## src/rtl/riscv_wb_defs.sv

```systemverilog
// Shared writeback-stage constants: default widths, source-select tags and the x0 address.
// Imported by the writeback controller and its FIFO.
package riscv_wb_defs;

  localparam int unsigned AWIDTH_DEF     = 5;
  localparam int unsigned DWIDTH_DEF     = 32;
  localparam int unsigned NREGS_DEF      = 32;
  localparam int unsigned FIFO_DEPTH_DEF = 2;

  // Architectural zero register; writes to it are dropped.
  localparam int unsigned X0 = 0;

  typedef enum logic [1:0] {
    SRC_NONE = 2'd0,
    SRC_ALU  = 2'd1,
    SRC_LSU  = 2'd2
  } wb_src_e;

endpackage

```

## src/rtl/wb_fifo.sv

```systemverilog
// Small synchronous FIFO, head visible the cycle after push.
// Pushes while full and pops while empty are ignored; no full-cycle pass-through.
module wb_fifo #(
  parameter int unsigned WIDTH = 37,
  parameter int unsigned DEPTH = 2
) (
  input  logic                     clk,
  input  logic                     rst_n,
  input  logic                     push,
  input  logic [WIDTH-1:0]         push_data,
  input  logic                     pop,
  output logic [WIDTH-1:0]         head,
  output logic                     full,
  output logic                     empty,
  output logic [$clog2(DEPTH):0]   count
);

  localparam int unsigned PW = $clog2(DEPTH);

  logic [WIDTH-1:0] mem [DEPTH];
  logic [PW-1:0]    wptr;
  logic [PW-1:0]    rptr;
  logic             do_push;
  logic             do_pop;

  assign full    = (count == (PW+1)'(DEPTH));
  assign empty   = (count == '0);
  assign do_push = push && !full;
  assign do_pop  = pop && !empty;
  assign head    = mem[rptr];

  // Pointers wrap naturally because DEPTH is a power of two.
  always_ff @(posedge clk or negedge rst_n) begin
    if (!rst_n) begin
      wptr  <= '0;
      rptr  <= '0;
      count <= '0;
    end else begin
      if (do_push) wptr <= wptr + 1'b1;
      if (do_pop)  rptr <= rptr + 1'b1;
      case ({do_push, do_pop})
        2'b10:   count <= count + 1'b1;
        2'b01:   count <= count - 1'b1;
        default: count <= count;
      endcase
    end
  end

  always_ff @(posedge clk) begin
    if (do_push) mem[wptr] <= push_data;
  end

endmodule

```

## src/rtl/regfile_wb_ctrl.sv

```systemverilog
// Register-file write-port arbiter (ALU over buffered LSU) with a pending-load scoreboard.
// Writes are registered one cycle after selection; LSU is back-pressured only by a full buffer.
module regfile_wb_ctrl
  import riscv_wb_defs::*;
#(
  parameter int unsigned AWIDTH     = AWIDTH_DEF,
  parameter int unsigned DWIDTH     = DWIDTH_DEF,
  parameter int unsigned NREGS      = NREGS_DEF,
  parameter int unsigned FIFO_DEPTH = FIFO_DEPTH_DEF
) (
  input  logic              clk,
  input  logic              rst_n,
  input  logic              alu_valid,
  input  logic [AWIDTH-1:0] alu_rd,
  input  logic [DWIDTH-1:0] alu_data,
  input  logic              lsu_valid,
  output logic              lsu_ready,
  input  logic [AWIDTH-1:0] lsu_rd,
  input  logic [DWIDTH-1:0] lsu_data,
  input  logic              issue_valid,
  input  logic [AWIDTH-1:0] issue_rd,
  input  logic [AWIDTH-1:0] rs1_addr,
  input  logic [AWIDTH-1:0] rs2_addr,
  output logic              rs1_busy,
  output logic              rs2_busy,
  output logic              wr_en,
  output logic [AWIDTH-1:0] wr_addr,
  output logic [DWIDTH-1:0] wr_data
);

  localparam int unsigned EW = AWIDTH + DWIDTH;
  localparam int unsigned CW = $clog2(FIFO_DEPTH) + 1;

  logic [EW-1:0]     fifo_head;
  logic              fifo_full;
  logic              fifo_empty;
  logic [CW-1:0]     fifo_count;
  logic              fifo_push;
  logic              fifo_pop;

  wb_src_e           sel_src;
  logic [AWIDTH-1:0] sel_rd;
  logic [DWIDTH-1:0] sel_data;
  wb_src_e           wr_src;

  logic [NREGS-1:0]  sb_q;
  logic [NREGS-1:0]  sb_d;
  logic              sb_clr_vld;

  assign lsu_ready = !fifo_full;
  assign fifo_push = lsu_valid && !fifo_full;
  assign fifo_pop  = (sel_src == SRC_LSU);

  wb_fifo #(
    .WIDTH (EW),
    .DEPTH (FIFO_DEPTH)
  ) u_lsu_fifo (
    .clk       (clk),
    .rst_n     (rst_n),
    .push      (fifo_push),
    .push_data ({lsu_rd, lsu_data}),
    .pop       (fifo_pop),
    .head      (fifo_head),
    .full      (fifo_full),
    .empty     (fifo_empty),
    .count     (fifo_count)
  );

  // ALU is never stalled, so it always wins; the buffered LSU head waits.
  always_comb begin
    sel_src  = SRC_NONE;
    sel_rd   = '0;
    sel_data = '0;
    if (alu_valid) begin
      sel_src  = SRC_ALU;
      sel_rd   = alu_rd;
      sel_data = alu_data;
    end else if (!fifo_empty) begin
      sel_src  = SRC_LSU;
      sel_rd   = fifo_head[EW-1:DWIDTH];
      sel_data = fifo_head[DWIDTH-1:0];
    end
  end

  always_ff @(posedge clk or negedge rst_n) begin
    if (!rst_n) begin
      wr_en   <= 1'b0;
      wr_addr <= '0;
      wr_data <= '0;
      wr_src  <= SRC_NONE;
    end else begin
      wr_en  <= (sel_src != SRC_NONE) && (sel_rd != AWIDTH'(X0));
      wr_src <= sel_src;
      if (sel_src != SRC_NONE) begin
        wr_addr <= sel_rd;
        wr_data <= sel_data;
      end
    end
  end

  // Clear only for LSU commits; a same-edge reissue of that register keeps it busy.
  assign sb_clr_vld = wr_en && (wr_src == SRC_LSU);

  always_comb begin
    sb_d = sb_q;
    for (int i = 1; i < int'(NREGS); i++) begin
      if (sb_clr_vld && (wr_addr == AWIDTH'(i))) sb_d[i] = 1'b0;
      if (issue_valid && (issue_rd == AWIDTH'(i))) sb_d[i] = 1'b1;
    end
    sb_d[0] = 1'b0;
  end

  always_ff @(posedge clk or negedge rst_n) begin
    if (!rst_n) begin
      sb_q <= '0;
    end else begin
      sb_q <= sb_d;
    end
  end

  always_comb begin
    rs1_busy = 1'b0;
    rs2_busy = 1'b0;
    for (int i = 0; i < int'(NREGS); i++) begin
      if (rs1_addr == AWIDTH'(i)) rs1_busy = sb_q[i];
      if (rs2_addr == AWIDTH'(i)) rs2_busy = sb_q[i];
    end
  end

  a_fifo_count_bound: assert property (@(posedge clk) disable iff (!rst_n)
    fifo_count <= CW'(FIFO_DEPTH));

endmodule
```

## config.mk

```make
export PLATFORM = sky130hd
export DESIGN_NAME = regfile_wb_ctrl
export DESIGN_NICKNAME = d
export VERILOG_FILES = /design/src/rtl/riscv_wb_defs.sv /design/src/rtl/wb_fifo.sv /design/src/rtl/regfile_wb_ctrl.sv
export SDC_FILE = /design/constraint.sdc
export NUM_CORES = 1
export LEC_CHECK = 0
export BUFFER_PORTS_ARGS = -buffer_cell sky130_fd_sc_hd__buf_2
export CAP_MARGIN = 20
export CORE_ASPECT_RATIO = 1.2
export CORE_MARGIN = 10
export CORE_UTILIZATION = 46
export CTS_BUF_LIST = sky130_fd_sc_hd__clkbuf_2
export DETAILED_ROUTE_END_ITERATION = 6
export PLACE_DENSITY_LB_ADDON = 0.3
export SYNTH_ARGS = -nofsm -noshare
export SYNTH_HDL_FRONTEND = slang
export SYNTH_SLANG_ARGS = --single-unit
```

## constraint.sdc

```tcl
create_clock -name clk -period 3.16 [get_ports clk]
set_input_delay 0.316 -clock clk [delete_from_list [all_inputs] [get_ports clk]]
set_output_delay 0.316 -clock clk [all_outputs]
set_load 0.01 [all_outputs]
```

* Word level (Yosys, flattened, before mapping) *
Memories as Yosys holds them, arrays and structs flattened.
Index checks and enable logic that the tools add are counted.

operators by class
  add/subtract/negate cells = 4
  equal/unequal tests = 129
  multiplexer cells = 133
  reduce and logical (&&, ||, !) cells = 104

operator list
  cell                                                                 count
  5-bit == test (second input constant)                                64
  5-bit by 4-bit == test with 1-bit output (second input constant)     32
  1-bit 2-to-1 mux                                                     126
  5-bit by 3-bit == test with 1-bit output (second input constant)     16
  1-bit logical AND                                                    67
  2-bit nonzero test                                                   33
  32-bit 2-to-1 mux                                                    2
  5-bit by 2-bit == test with 1-bit output (second input constant)     8
  5-bit by 1-bit == test with 1-bit output (second input constant)     4
  5-bit 2-to-1 mux                                                     2
  2-bit == test (second input constant)                                4
  5-bit nonzero test                                                   1
  2-bit 2-to-1 mux                                                     2
  2-bit case mux with 2 select lines                                   1
  1-bit adder (second input constant)                                  2
  2-bit by 1-bit adder with 2-bit output (second input constant)       1
  2-bit by 1-bit == test with 1-bit output (second input constant)     1
  1-bit zero test                                                      2
  2-bit zero test                                                      1
  2-bit by 1-bit subtractor with 2-bit output (second input constant)  1

storage, ports and cells
  flip-flop bits (word level) = 75
  bits in writable memories = 74
  bits of input ports = 94
  output and inout bits = 41
  memories kept = 1

memories
  memory          depth  bits a word  read ports  clocked after memory_dff  write ports  RTL line       RTL
  u_lsu_fifo.mem  2      37           1           0                         1            wb_fifo.sv:20  logic [WIDTH-1:0] mem [DEPTH];

* Longest topological paths before layout *
Gate-level depths: netlist of the first run.

  depth after elaboration = 32
  mapped depth = 8
  mapped depth without buffers = 6

* By module *
Synthesis of the first run repeated with hierarchy kept, for this count alone.

second synthesis, totals
  cell total of the unflattened synthesis = 577
  area total of the unflattened synthesis = 6,996.7 µm²

modules (own cells, without submodules)
  module           instances  cells an instance  area each (µm²)
  regfile_wb_ctrl  1          444                4,047.6
  wb_fifo          1          133                2,949.1

* Worst setup path before layout of the first run *
Ideal clock, no wire load.

  path kind = flip-flop to flip-flop
  start = reg u_lsu_fifo.count[0]
  end = mem u_lsu_fifo.mem[0][0] (enable)
  arrival = 2.286 ns
  setup slack = 0.443 ns
  cell stages (with the launch flop) = 4
  cells stage by stage = dfrtp_1 nand2b_1 nand2_1 nor2_1

on the way
  longest elaborated chain between the ends = 6

ends and longest elaborated chain
  element                                     RTL line               RTL
  from (decl)                                 wb_fifo.sv:15          output logic [$clog2(DEPTH):0] count
  from (signal assigned)                      wb_fifo.sv:42          2'b10: count <= count + 1'b1;
  from (signal assigned)                      wb_fifo.sv:43          2'b01: count <= count - 1'b1;
  from (signal assigned)                      wb_fifo.sv:44          default: count <= count;
  2-bit == test (*)                           wb_fifo.sv:26          assign full = (count == (PW+1)'(DEPTH));
  1-bit zero test (*)                         --
  net lsu_ready                               regfile_wb_ctrl.sv:17  output logic lsu_ready,
  1-bit logical AND                           regfile_wb_ctrl.sv:51  assign fifo_push = lsu_valid && !fifo_full;
  1-bit logical AND (*)                       wb_fifo.sv:28          assign do_push = push && !full;
  1-bit 2-to-1 mux (*)                        wb_fifo.sv:50          if (do_push) mem[wptr] <= push_data;
  1-bit 2-to-1 mux (implied by the code) (*)  wb_fifo.sv:50
  to (decl)                                   wb_fifo.sv:20

The timed path passes the listed nets; every way through them passes the cells marked *.

* Worst setup path after layout of the first run *
  start = reg sb_q[20]
  end = out rs1_busy

on the way
  longest elaborated chain between the ends = 12

ends and longest elaborated chain
  element                          RTL line                RTL
  from (decl)                      regfile_wb_ctrl.sv:46   logic [NREGS-1:0] sb_q;
  from (signal assigned)           regfile_wb_ctrl.sv:115  sb_q <= '0;
  from (signal assigned)           regfile_wb_ctrl.sv:117  sb_q <= sb_d;
  1-bit 2-to-1 mux (12 in series)  regfile_wb_ctrl.sv:125  if (rs1_addr == AWIDTH'(i)) rs1_busy = sb_q[i];
  to (decl)                        regfile_wb_ctrl.sv:24   output logic rs1_busy,

Every way passes these cells.

==> results of run 1 <==
## path summary, 6_finish.rpt
path,start,endpoint,slack (ns),cells past startpoint
worst max-delay path,sb_q[20],rs1_busy,0.47,7
min in group clk,lsu_data[20],u_lsu_fifo.mem[1][20],0.34,2
worst max register to register,wr_addr[4],sb_q[31],1.07,5
worst min-delay path,rst_n,wr_data[5],0.30,2
worst min register to register,u_lsu_fifo.wptr,u_lsu_fifo.wptr,0.57,1
max in group asynchronous,rst_n,u_lsu_fifo.rptr,2.17,2
## kinds of logic (layout without fill, tap and decap cells)
family,count (synthesis),count (layout)
AO/OA/AOI/OAI,195,195
flip-flops,149,149
adder cells (fa/ha/maj),1,1
XOR/XNOR,5,5
AND/OR/NAND/NOR,175,175
multiplexers,51,51
other,0,3
buffers and inverters,40,263
## worst reg2reg max path: stages, from the launching register on
cell and delay (ns):
dfrtp_1 0.48, nor3b_1 0.44, nand3_1 0.23, o21ai_0 0.20
o21ai_0 0.11, dlygate4sd3_1 0.56
## placed cells by master (no fill, tap or decap), types with 9 or more instances in the layout
| master | n |
|---|---|
| buf_2 | 133 |
| o21ai_0 | 112 |
| dlygate4sd3_1 | 87 |
| dfrtp_1 | 74 |
| edfxtp_1 | 74 |
| nand2_1 | 57 |
| nor2_1 | 48 |
| mux2i_1 | 45 |
| a21oi_1 | 44 |
| nand2b_1 | 19 |
| clkbuf_2 | 19 |
| nor2b_1 | 9 |
| nand3_1 | 9 |
## final cells by class
cell class / count / share of cell area [%]
antenna: 3 / 0.0861
clock buffer: 19 / 1.09
clock inverter: 13 / 1.52
inverter: 6 / 0.258
multi-input combinational: 427 / 29.1
sequential: 149 / 47.0
tap: 200 / 2.87
timing repair buffer: 225 / 18.1
## routing by layer
metal	GRT usage, %	vias to the layer above
li1	-	2689
met1	20.0	2714
met2	32.8	204
met3	6.06	44
met4	8.44	0
met5	0	-
## sequential cells by signal, indices dropped and copies added, names as in the netlist, 2 cells and up
register / flops
u_lsu_fifo.mem: 74
u_lsu_fifo.count: 2
wr_src: 2
wr_addr: 5
wr_data: 32
sb_q: 31
## power by group through the flow
stage	clock, uW	sequential, uW	combinational (uW)
floorplan	0	2970	1280
global placement	0	3100	1840
detailed placement	0	3130	1880
CTS	1040	3080	1980
global route	1110	3150	2220
finish	1010	3090	1980
## per-stage QoR
stage          cell area (um^2)  util [%]  instances
6_report                   8720      60.2       1042
5_1_grt                    8720      60.2       1042
4_1_cts                    8710      60.2       1039
3_5_place_dp               7610      52.6        920
3_3_place_gp               7610      52.6        920
2_1_floorplan              6810         -        616
==> impl_metrics.py, run 1 <==
metrics = {
    "outcome": {
        "status": "completed",
    },
    "route": {
        "num_vias": 5651,
        "wl_met2_mm": 9.84,
        "drc": 0,
        "ant_nets": 0,
        "highest_layer": "met4",
        "wl_mm": 18.7,
        "wl_per_cell_um": 18.0,
        "wl_met3_mm": 1.34,
        "first_pass_iters": 5,
        "drt-vias-per-instance": 5.42,
        "drt_iter0_markers": 351,
        "wl_met1_mm": 6.98,
    },
    "worst_setup_path": {
        "critPathRequiredTime_ns": 2.84,
        "crit_fanout": 3,
        "path_class": "reg -> out",
        "arrival_ns": 2.37,
        "cp_common_cell": "a31oi_1",
        "critPathLaunchType": "flip-flop",
        "worstPathCellList": "nor2_1 > o22ai_2 > a31oi_1 > a221o_1 > a32o_1 > a31oi_1 > buf_2",
        "end_kind": "primary output",
        "slowest_stage": "dfrtp_1",
        "crit_family": "compound AO/OA/AOI/OAI gates",
        "cpPeakStageDelay_ns": 0.47,
        "path_buf_inv": 1,
    },
    "logic_synthesis": {
        "synthesis.area_mm2": 0.00681,
        "synth_fa_ha_area_share_pct": 0.184,
        "synth_most_common_cell": "o21ai_0",
        "synth_top_area_share_pct": 32.6,
        "synth_top_cell_by_area": "edfxtp_1",
        "synth_seq_cells": 149,
        "synth-edff-count": 74,
        "synthMuxAreaShare_pct": 7.77,
        "synth-compound-area-share_pct": 16.1,
        "ys_top_cells_by_count": "o21ai_0, dfrtp_1, edfxtp_1, nand2_1, nor2_1",
        "ys.flop_type": "dfrtp_1",
        "yosys_warnings": 0,
        "synthSimpleGateAreaFrac_pct": 12.3,
        "synth_top_family_by_area": "compound AO/OA/AOI/OAI gates",
        "synthArstFlopShare_pct": 50.3,
        "synthTopCellsByArea": "edfxtp_1, dfrtp_1, o21ai_0",
        "ys_seq_area_share_pct": 60.2,
        "synth_area_per_cell_um2": 11.1,
        "syn_nets": 711,
        "synthCells": 616,
        "ys_types": 58,
        "synth_xor_xnor_area_share_pct": 0.643,
    },
    "power": {
        "p_switching_uw": 2250,
        "switching_share_pct": 37.0,
        "power_frac_comb_pct": 32.6,
        "p_int_uw": 3840,
        "vdd_drop_max_v": 0.000443,
        "power.total_uw": 6090,
        "p_leak_uw": 0.00354,
        "p_clk_share_pct": 16.6,
        "p_per_area_mw_per_mm2": 698,
        "power_frac_seq_pct": 50.9,
    },
    "clock_network": {
        "htree_levels": 4,
        "numCtsBuffers": 17,
        "insertion_delay_ns": 0.69,
        "clock_path_buffers": 2,
        "cts.reportedPaths.clkPinSlew_ns": 0.23,
        "cts_tree": "built",
        "clock-root-buffer": "clkbuf_2",
        "cts_resized": 0,
        "postCtsSetupRepairBufs": 0,
        "cts_hold_buf": 87,
        "clock-sinks": 149,
    },
    "grt": {
        "grt_first_pass_wirelength_mm": 29.8,
        "first_global_vias": 5898,
        "overflow": 0,
        "antenna_found_initial": 3,
        "grt_max_degree": 78,
        "grt.total_usage_pct": 18.8,
    },
    "sta": {
        "fin_setup_tns_ns": 0,
        "relSlewSlack_pct": 36.6,
        "fin_ws_ns": 0.472,
        "rsz0062_at_grt": "no",
        "report.final.slew_viol_count": 0,
        "final-setup-viol-count": 0,
        "tightest_slew_ns": 0.951,
        "timing.fmax_mhz": 372,
        "timing.hold.ws_ns": 0.304,
        "finalHoldViolCount": 0,
        "skew_ns": 0.0370,
        "period_share_pct": 85.0,
        "period_needed_ns": 2.69,
    },
    "floorplan": {
        "die_h_um": 153,
        "io_pins": 135,
        "num_rows": 48,
        "coreArea_mm2": 0.0145,
        "dieArea_mm2": 0.0201,
        "die_w_um": 131,
        "initial_core_util_pct": 47.1,
    },
    "flow_run": {
        "max_cap_violations": 0,
    },
    "placed_design": {
        "dp_hpwl_mm": 12.6,
        "place_worst_setup_slack_ns": 0.832,
        "io_buffers": 134,
        "gp_congestion": 0.962,
    },
    "final_layout": {
        "nNetsFinal": 921,
        "ff_latch_area_mm2": 0.00410,
        "fillers": 1164,
        "drive_above_1_share_pct": 22.2,
        "multi_input_area_mm2": 0.00253,
        "syn_to_final_growth_pct": 28.0,
    },
    "hold_path": {
        "hold_class": "in -> async",
    },
}
Note: power is estimated with default switching activity, not from simulation.
==> run 2: changes to the inputs <==
Settings changed: CTS_CLUSTER_SIZE set to 8, REMOVE_ABC_BUFFERS set to 1.
==> run 2 against run 1 <==
  * Sequential cell count stayed put
  * Clock power is 4% higher
  * Clock-buffer cell count is 2 lower
  * Critical endpoint unchanged
  * Clock skew is 0.0020 ns higher
  * Worst setup slack worse by 0.044 ns
  * Largest cell class unchanged
  * Global-route usage is 0.85 points higher
  * Design area is 0.43% higher
  * Sequential power hardly changed
  * Final cell count stayed put
==> impl_metrics.py, run 2 (same netlist as run 1, synthesis figures left out) <==
metrics = {
    "outcome": {
        "status": "completed",
    },
    "worst_setup_path": {
        "crit_family": "compound AO/OA/AOI/OAI gates",
        "reg2reg_setup_slack_ns": 1.04,
        "crit_fanout": 3,
        "reg2reg_depth": 5,
        "critPathRequiredTime_ns": 2.84,
        "critPathLaunchType": "flip-flop",
        "path_class": "reg -> out",
        "arrival_ns": 2.42,
        "reg2reg_from": "wr_addr[0]",
        "cpPeakStageDelay_ns": 0.50,
        "r2r_end": "sb_q[14]",
        "worstPathCellList": "and2b_1 > a211oi_1 > or3_1 > a311oi_1 > o21ai_1 > a31oi_1 > buf_2",
        "end_kind": "primary output",
        "path_buf_inv": 1,
        "slowest_stage": "dfrtp_1",
    },
    "power": {
        "vdd_drop_max_v": 0.000461,
        "p_switching_uw": 2340,
        "power_frac_seq_pct": 49.9,
        "switching_share_pct": 37.7,
        "p_leak_uw": 0.00354,
        "p_int_uw": 3850,
        "p_per_area_mw_per_mm2": 707,
        "p_clk_share_pct": 17.0,
        "power_frac_comb_pct": 33.1,
    },
    "sta": {
        "timing.fmax_mhz": 366,
        "report.final.slew_viol_count": 0,
        "skew_ns": 0.0390,
        "relSlewSlack_pct": 34.8,
        "tightest_slew_ns": 0.978,
        "final-setup-viol-count": 0,
        "period_needed_ns": 2.73,
        "period_share_pct": 86.4,
        "fin_setup_tns_ns": 0,
        "rsz0062_at_grt": "no",
        "finalHoldViolCount": 0,
    },
    "placed_design": {
        "dp_hpwl_mm": 12.9,
        "gp_congestion": 0.925,
        "dpl_cell_area_mm2": 0.00763,
        "io_buffers": 134,
    },
    "route": {
        "num_vias": 5714,
        "drt_iter0_markers": 423,
        "wl_mm": 19.4,
        "ant_nets": 0,
        "drt-vias-per-instance": 5.48,
        "wl_per_cell_um": 18.6,
        "first_pass_iters": 5,
        "drc": 0,
    },
    "final_layout": {
        "ff_latch_area_mm2": 0.00410,
        "largest_reg_flops": 74,
        "multi_input_area_mm2": 0.00253,
        "final_util_pct": 60.5,
        "nNetsFinal": 923,
        "final_common_cell": "buf_2",
        "design_area_mm2": 0.00875,
        "syn_to_final_growth_pct": 28.5,
        "top_regs": "u_lsu_fifo.mem (74), wr_data (32), sb_q (31)",
        "final_cell_mix": "buf_2, o21ai_0, dlygate4sd3_1",
        "drive_above_1_share_pct": 22.4,
        "top_register": "u_lsu_fifo.mem",
        "fillers": 1139,
    },
    "floorplan": {
        "initial_core_util_pct": 47.1,
        "coreArea_mm2": 0.0145,
        "die_h_um": 153,
        "num_rows": 48,
        "die_w_um": 131,
        "dieArea_mm2": 0.0201,
        "io_pins": 135,
    },
    "flow_run": {
        "max_cap_violations": 0,
    },
    "grt": {
        "first_global_vias": 6014,
        "grt.total_usage_pct": 19.7,
        "grt_first_pass_wirelength_mm": 31.3,
        "antenna_found_initial": 1,
        "overflow": 0,
        "grt_max_degree": 78,
    },
    "clock_network": {
        "clock-sinks": 149,
        "cts.reportedPaths.clkPinSlew_ns": 0.23,
        "cts_resized": 0,
        "numCtsBuffers": 17,
        "htree_levels": 4,
        "insertion_delay_ns": 0.68,
        "clock-root-buffer": "clkbuf_2",
        "cts_tree": "built",
        "clock_path_buffers": 2,
    },
    "hold_path": {
        "hold_class": "in -> async",
    },
}
[run 2: cell types whose count changed in the layout (fill, tap and decap cells not counted), sizes merged]
cell,previous run,this run
clkinvlp,4,7
clkbuf,19,17
clkinv,5,3
diode,3,1
buf,138,139
dlygate4sd3,87,88
inv,8,9
[run 2: per-layer routing]
layer,GRT usage [%],up-vias,part of all wire (%)
li1,-,2689,-
met2,33.7,243,51
met5,0,-,0
met1,22.2,2738,38
met4,8.28,0,3.4
met3,5.61,44,7.2
[run 2: stage by stage]
stage | total power [uW] | hold WS (ns) | setup WS (ns) | cells
2_1_floorplan | 4200 | 0.0204 | -0.388 | 582
3_3_place_gp | 4980 | 0.505 | 0.892 | 921
3_5_place_dp | 5060 | 0.507 | 0.812 | 921
4_1_cts | 6190 | 0.264 | 0.351 | 1041
5_1_grt | 6600 | 0.255 | 0.230 | 1042
6_report | 6190 | 0.297 | 0.429 | 1042
[run 2: cell type report]
class | count | share of cell area [%]
clock buffer | 17 | 0.972
sequential | 149 | 46.8
clock inverter | 15 | 1.77
inverter | 6 | 0.257
multi-input combinational | 427 | 29.0
timing repair buffer | 227 | 18.3
tap | 200 | 2.86
antenna | 1 | 0.0286
[run 2: power by group through the flow]
| stage | Combinational, uW | Sequential, uW | Clock (uW) |
|---|---|---|---|
| floorplan | 1140 | 3060 | 0 |
| global placement | 1890 | 3100 | 0 |
| detailed placement | 1930 | 3120 | 0 |
| CTS | 2030 | 3070 | 1080 |
| global route | 2300 | 3140 | 1160 |
| finish | 2050 | 3090 | 1050 |
[run 2: worst max path at each step]
| stage | start | to | slack (ns) | depth (start not counted) |
|---|---|---|---|---|
| final | sb_q[12] | rs1_busy | 0.43 | 7 |
| after global routing | sb_q[12] | rs1_busy | 0.23 | 7 |
| after CTS | sb_q[12] | rs1_busy | 0.35 | 7 |
| after detailed placement | rs2_addr[0] | rs2_busy | 0.81 | 8 |
| after global placement | rs1_addr[1] | rs1_busy | 0.89 | 8 |
| after floorplan | u_lsu_fifo.count[0] | u_lsu_fifo.count[1] | -0.39 | 6 |
[run 2: repair_timing]
action                    in CTS  in global routing
hold buffers                  88                  0
hold endpoints to repair     219                  0
buffers inserted               0                  0
[run 2: worst reg2reg max path, delay by kind of cell, from the launching register on]
family,cells,cell delay [ns]
and+or+nand+nor,2,0.75
DFF,1,0.50
AOI/OAI and AO/OA,2,0.27
buffers and inverters,1,0.55
